[src/rtl/div_serial.sv]
// div_serial: restoring divider, 2N-bit dividend by N-bit divisor, one quotient bit per clock, MSB first.
// Build option DIV_SERIAL_OUT_EN enables the serial quotient port (q_bit/q_valid); otherwise both are tied low.
module div_serial #(
   parameter int N = 4
) (
   input  logic           Clk,
   input  logic           reset,
   input  logic           start,
   input  logic [2*N-1:0] dividend,
   input  logic [N-1:0]   divisor,
   output logic           busy,
   output logic           done,
   output logic [2*N-1:0] quotient,
   output logic [N-1:0]   remainder,
   output logic           dbz,
   output logic           q_bit,
   output logic           q_valid
);

   localparam int CW = (2*N > 1) ? $clog2(2*N) : 1;
   localparam logic [CW-1:0] LAST = CW'(2*N-1);

   typedef enum logic [1:0] {IDLE, RUN, DONE} state_t;

   state_t         state_q;
   logic [CW-1:0]  count_q;
   logic [2*N-1:0] dvd_q;     // dividend, shifted left each iteration so bit 2N-1 is the next bit
   logic [N-1:0]   dvs_q;
   logic [N-1:0]   rem_q;
   logic [2*N-1:0] quo_q;
   logic           busy_q;
   logic           done_q;
   logic           dbz_q;

   logic [N:0]     r_shift;
   logic           qbit_d;
   logic [N-1:0]   rem_d;

   always_comb begin
      r_shift = {rem_q, dvd_q[2*N-1]};
      qbit_d  = (r_shift >= {1'b0, dvs_q});
      rem_d   = qbit_d ? N'(r_shift - {1'b0, dvs_q}) : r_shift[N-1:0];
   end

`ifdef DIV_SERIAL_OUT_EN
   logic q_bit_q;
   logic q_valid_q;
`endif

   always_ff @(posedge Clk) begin
      if (!reset) begin
         state_q <= IDLE;
         count_q <= '0;
         dvd_q   <= '0;
         dvs_q   <= '0;
         rem_q   <= '0;
         quo_q   <= '0;
         busy_q  <= 1'b0;
         done_q  <= 1'b0;
         dbz_q   <= 1'b0;
`ifdef DIV_SERIAL_OUT_EN
         q_bit_q   <= 1'b0;
         q_valid_q <= 1'b0;
`endif
      end else begin
`ifdef DIV_SERIAL_OUT_EN
         q_bit_q   <= 1'b0;
         q_valid_q <= 1'b0;
`endif
         case (state_q)
            IDLE: begin
               if (start) begin
                  dvd_q   <= dividend;
                  dvs_q   <= divisor;
                  rem_q   <= '0;
                  quo_q   <= '0;
                  count_q <= '0;
                  dbz_q   <= 1'b0;
                  busy_q  <= 1'b1;
                  state_q <= (divisor == '0) ? DONE : RUN;
               end
            end
            RUN: begin
               rem_q   <= rem_d;
               quo_q   <= {quo_q[2*N-2:0], qbit_d};
               dvd_q   <= dvd_q << 1;
               count_q <= count_q + 1'b1;
`ifdef DIV_SERIAL_OUT_EN
               q_bit_q   <= qbit_d;
               q_valid_q <= 1'b1;
`endif
               if (count_q == LAST) begin
                  state_q <= DONE;
                  done_q  <= 1'b1;
               end
            end
            DONE: begin
               if (done_q) begin
                  done_q  <= 1'b0;
                  busy_q  <= 1'b0;
                  state_q <= IDLE;
               end else begin
                  // Divide-by-zero path: DONE entered straight from IDLE, results posted one edge later
                  done_q <= 1'b1;
                  dbz_q  <= 1'b1;
                  quo_q  <= '1;
                  rem_q  <= '0;
               end
            end
            default: state_q <= IDLE;
         endcase
      end
   end

   assign busy      = busy_q;
   assign done      = done_q;
   assign quotient  = quo_q;
   assign remainder = rem_q;
   assign dbz       = dbz_q;

`ifdef DIV_SERIAL_OUT_EN
   assign q_bit   = q_bit_q;
   assign q_valid = q_valid_q;
`else
   assign q_bit   = 1'b0;
   assign q_valid = 1'b0;
`endif

endmodule
[config.mk]
export PLATFORM = sky130hd
export DESIGN_NAME = div_serial
export DESIGN_NICKNAME = d
export VERILOG_FILES = /design/src/rtl/div_serial.sv
export SDC_FILE = /design/constraint.sdc
export NUM_CORES = 1
export LEC_CHECK = 0
export ABC_AREA = 1
export BUFFER_PORTS_ARGS = -buffer_cell sky130_fd_sc_hd__buf_2
export CAP_MARGIN = 20
export CORE_MARGIN = 2
export CORE_UTILIZATION = 54
export CTS_BUF_LIST = sky130_fd_sc_hd__clkbuf_4 sky130_fd_sc_hd__clkbuf_8 sky130_fd_sc_hd__clkbuf_16
export DETAILED_ROUTE_END_ITERATION = 10
export PLACE_DENSITY = 0.79
export SLEW_MARGIN = 20
export SYNTH_ARGS = -nofsm -noshare
export SYNTH_HDL_FRONTEND = slang
export SYNTH_SLANG_ARGS = --single-unit
[constraint.sdc]
create_clock -name Clk -period 1.7 [get_ports Clk]
set_input_delay 0.17 -clock Clk [delete_from_list [all_inputs] [get_ports Clk]]
set_output_delay 0.17 -clock Clk [all_outputs]
set_load 0.1 [all_outputs]
==> metrics.sh <==
MAX_FREQ_MHz=654
POSTCTSSETUPREPAIRBUFS=0
CTS_RESIZED=0
SYNTH_EDF_COUNT=0
CRITPATHKIND='reg2reg'
WORST_PATH_MAXIMUM_FANOUT=3
POSTSYNTHREGISTERBITS=32
DPL_WORST_SLACK_PS=118
TIMING_MAX_TRANSITION_VIOLATIONS_FINAL=0
RR_WORST_DEPTH=7
ENDPOINT_KIND='flop'
NNETSFINAL=273
ROUTE.FINAL.WIRE_LENGTH_MICRONS=3270
FINAL.SETUP.WORST_SLACK_PS=171
ROUTE.DETAILED.DRC=0
TRACK_USAGE_PCT=21.9
START_UTIL_PCT=57.3
YOSYS-MUX-AREA-FRACTION_PCT=0
OUTCOME='completed'
HOLD_VIOLATIONS=0
DRT_ITER0_MARKERS=50
CP.ARRIVAL_PS=1780
REG2REG_SLACK_PS=170
R2R_END='remainder[2]'
GRT_FIRST_PASS_WIRELENGTH_MICRONS=5640
FILLERS=246
YS_ASYNC_SR_FRACTION_PCT=0
HOLD_WS_PS=93.1
DIE-AREA_SQ_MM=0.00338
PLACEMENT.IO_BUFFERS=29
WORST_HOLD_CLASS='in2reg'
STANDARD_CELL_ROWS=19
GRT_PASS1_VIAS=1371
HOLD_DEPTH=3
ANTENNA_CELLS_INSERTED=0
SYNTH-XOR-AREA-SHARE_PCT=0.554
SYNTH_AREA_LEADER_CELL='dfxtp_1'
WORSTMARGINPINSLEW_PS=671
NUMBER_OF_VIAS_AFTER_DETAILED_ROUTING=1483
NUMPLACEDINSTANCES=271
FINAL_CELLS=278
FLOORPLAN.CORE_AREA_SQ_MM=0.00276
SYNTH_WARN=0
ANT_NETS=0
YOSYS.AREA.TOP_TYPE_SHARE_PCT=40.5
WORST_HOLD_STARTPOINT='dividend[4]'
POST_SYNTH_FA_HA_MAJ_AREA_FRACTION_PCT=9.18
CTS_TREE='yes'
CTS.HTREE.LEVELS=2
GRT_ANTENNA_BEFORE_REPAIR=0
CLKLATENCYLATEPIN_PS=330
IR_WORST_VDD_uV=1770
CTS_HOLD_BUFFERS=0
FINAL_AREA_SQ_MM=0.00186
GRT_OVERFLOW_TOTAL=0
FLIP_FLOP_CELL_WITH_THE_HIGHEST_COUNT_AFTER_SYNTHESIS='dfxtp_1'
SYNTH_CELL_TYPE_COUNT=26
COUNT_LEADER_SYNTH='nand2_1'
CTS_INSERTED_BUFFERS=5
FINAL_CORE_UTILIZATION_PCT=67.3
DRIVE_GT1_SHARE_PCT=25.1
P_LEAK_nW=0.859
DRT-VIAS-PER-INSTANCE=5.33
PWR_DENSITY_CELL_mW_PER_MM2=1910
AREA_GROWTH_FROM_SYNTHESIS_TO_FINAL_LAYOUT_PCT=17.5
CRITICAL_PATH_REQUIRED_TIME_PS=1950
DIE_WIDTH_MICRONS=58.1
POST_SYNTHESIS_COMPOUND_GATE_AREA_FRACTION_PCT=20.0
MAIN_COMBINATIONAL_CELL_FAMILY_BY_AREA_AFTER_SYNTHESIS='simple AND/OR/NAND/NOR gates'
DPL_CELL_AREA_SQ_MM=0.00177
GP_CONGESTION=0.838
RR_STARTPOINT='dvd_q[7]'
ROOT_BUFFER='clkbuf_4'
MAXCAPVIOLCOUNT=0
SYNTH-SEQ-AREA-SHARE_PCT=40.5
WORST_SETUP_HOLD_PATH_CLK_SLEW_PS=90
IO_PINS=32
HOLDPATHEND='dvd_q[4]'
GRT_START_MAX_NET_PINS=21
LAYOUT_MIN_CYCLE_TIME_PS=1530
DRTPASS1ITERATIONS=4
STARTPOINT_TYPE='flop'
YS_TOP_CELLS_BY_AREA='dfxtp_1 (41%), nand2_1 (12%), ha_1 (7.9%), a21oi_1 (7.6%), o21ai_0 (6.0%)'
FINAL_ROUTED_WIRE_LENGTH_DIVIDED_BY_CELL_COUNT_MICRONS=11.8
NETLIST_AREA_SQ_MM=0.00158
FINALSETUPVIOLCOUNT=0
SYNTH_CELLS=213
LAYOUT_WORST_PATH_CYCLE_SHARE_PCT=89.9
CLOCK_TREE.BUFFER_DEPTH=2
FINCLKSKEW_PS=7.77
DIE_H_MICRONS=58.1
SYNTH_SIMPLE_GATE_AREA_SHARE_PCT=20.9
SYNTH.AVG_CELL_AREA_SQ_UM=7.42
CLOCK_SINKS=32
YS_TOP_CELLS_BY_COUNT='nand2_1 (49), dfxtp_1 (32), a21oi_1 (24), o21ai_0 (19), inv_1 (18)'
POST-DP-HPWL_MICRONS=2430
WORST_SLEW_MARGIN_REL_PCT=55.2
## power by group
group	switching, mW	total, mW	internal (mW)
clock network	0.247	0.481	0.234
registers	0.119	1.07	0.955
logic	1.41	2.00	0.583
total	1.78	3.55	1.77
## sequential cells by signal, indices dropped and copies added (netlist names)
signal,count
remainder,4
state_q,2
count_q,3
busy,1
dvs_q,4
quotient,8
dvd_q,8
dbz,1
done,1
## cell type report
type	count	area, sq um	area share, %
multi-input cells	150	825	44.4
flip-flops and latches	32	652	35.1
repair buffers	35	190	10.2
inverters	23	86.3	4.65
clock buffers	7	65.1	3.50
well taps	31	38.8	2.09
## placed cells by master, fill, tap and decap left out, types with 2 or more instances in the layout
master,instances
buf_2,29
nor2_1,7
clkbuf_4,5
inv_2,4
buf_4,6
a31oi_1,7
clkbuf_8,2
nand2_1,48
o21ai_0,18
dfxtp_4,2
dfxtp_2,3
nand3_1,15
o21ai_1,5
dfxtp_1,27
ha_1,10
nand2_2,4
conb_1,2
a21oi_1,22
a21oi_2,3
inv_1,18
a211oi_1,2
## cells by family (layout without fill, tap and decap cells)
| group | after synthesis | after routing |
|---|---|---|
| and+or+nand+nor | 78 | 78 |
| AOI/OAI and AO/OA | 58 | 58 |
| DFF | 32 | 32 |
| buffers and inverters | 32 | 65 |
| adders and majority gates | 11 | 11 |
| other | 1 | 2 |
| xor gates and xnor gates | 1 | 1 |
## worst max path at each step
stage          cells after the start    startpoint            to  slack, ps
2_1_floorplan                      7  remainder[1]   quotient[0]         30
3_3_place_gp                       7  remainder[1]   quotient[0]        150
5_1_grt                           11      dvs_q[2]  remainder[2]         -7
4_1_cts                            7  remainder[1]   quotient[0]        100
3_5_place_dp                       7  remainder[1]   quotient[0]        120
6_report                           7      dvd_q[7]  remainder[2]        170
## per-layer routing
layer	track usage [%]	vias to the layer above	part of all wire, %
met2	36.7	33	46
met4	8.31	0	2.0
met5	0	-	0
met1	26.3	670	47
met3	6.47	9	4.8
li1	-	771	-
## through the flow
stage	power [mW]	setup TNS, ps
finish	3.55	0
global route	3.86	-7.05
CTS	3.50	0
detailed placement	3.02	0
global placement	3.00	0
floorplan	2.64	0
## critical path, stage by stage (launching register included)
cell     delay, ps
dfxtp_1        330
inv_1           60
ha_1           240
fa_1           400
xor2_1         150
nand2_1         70
nand3_1         60
a21oi_1        130
(Power assumes the default switching activity.)
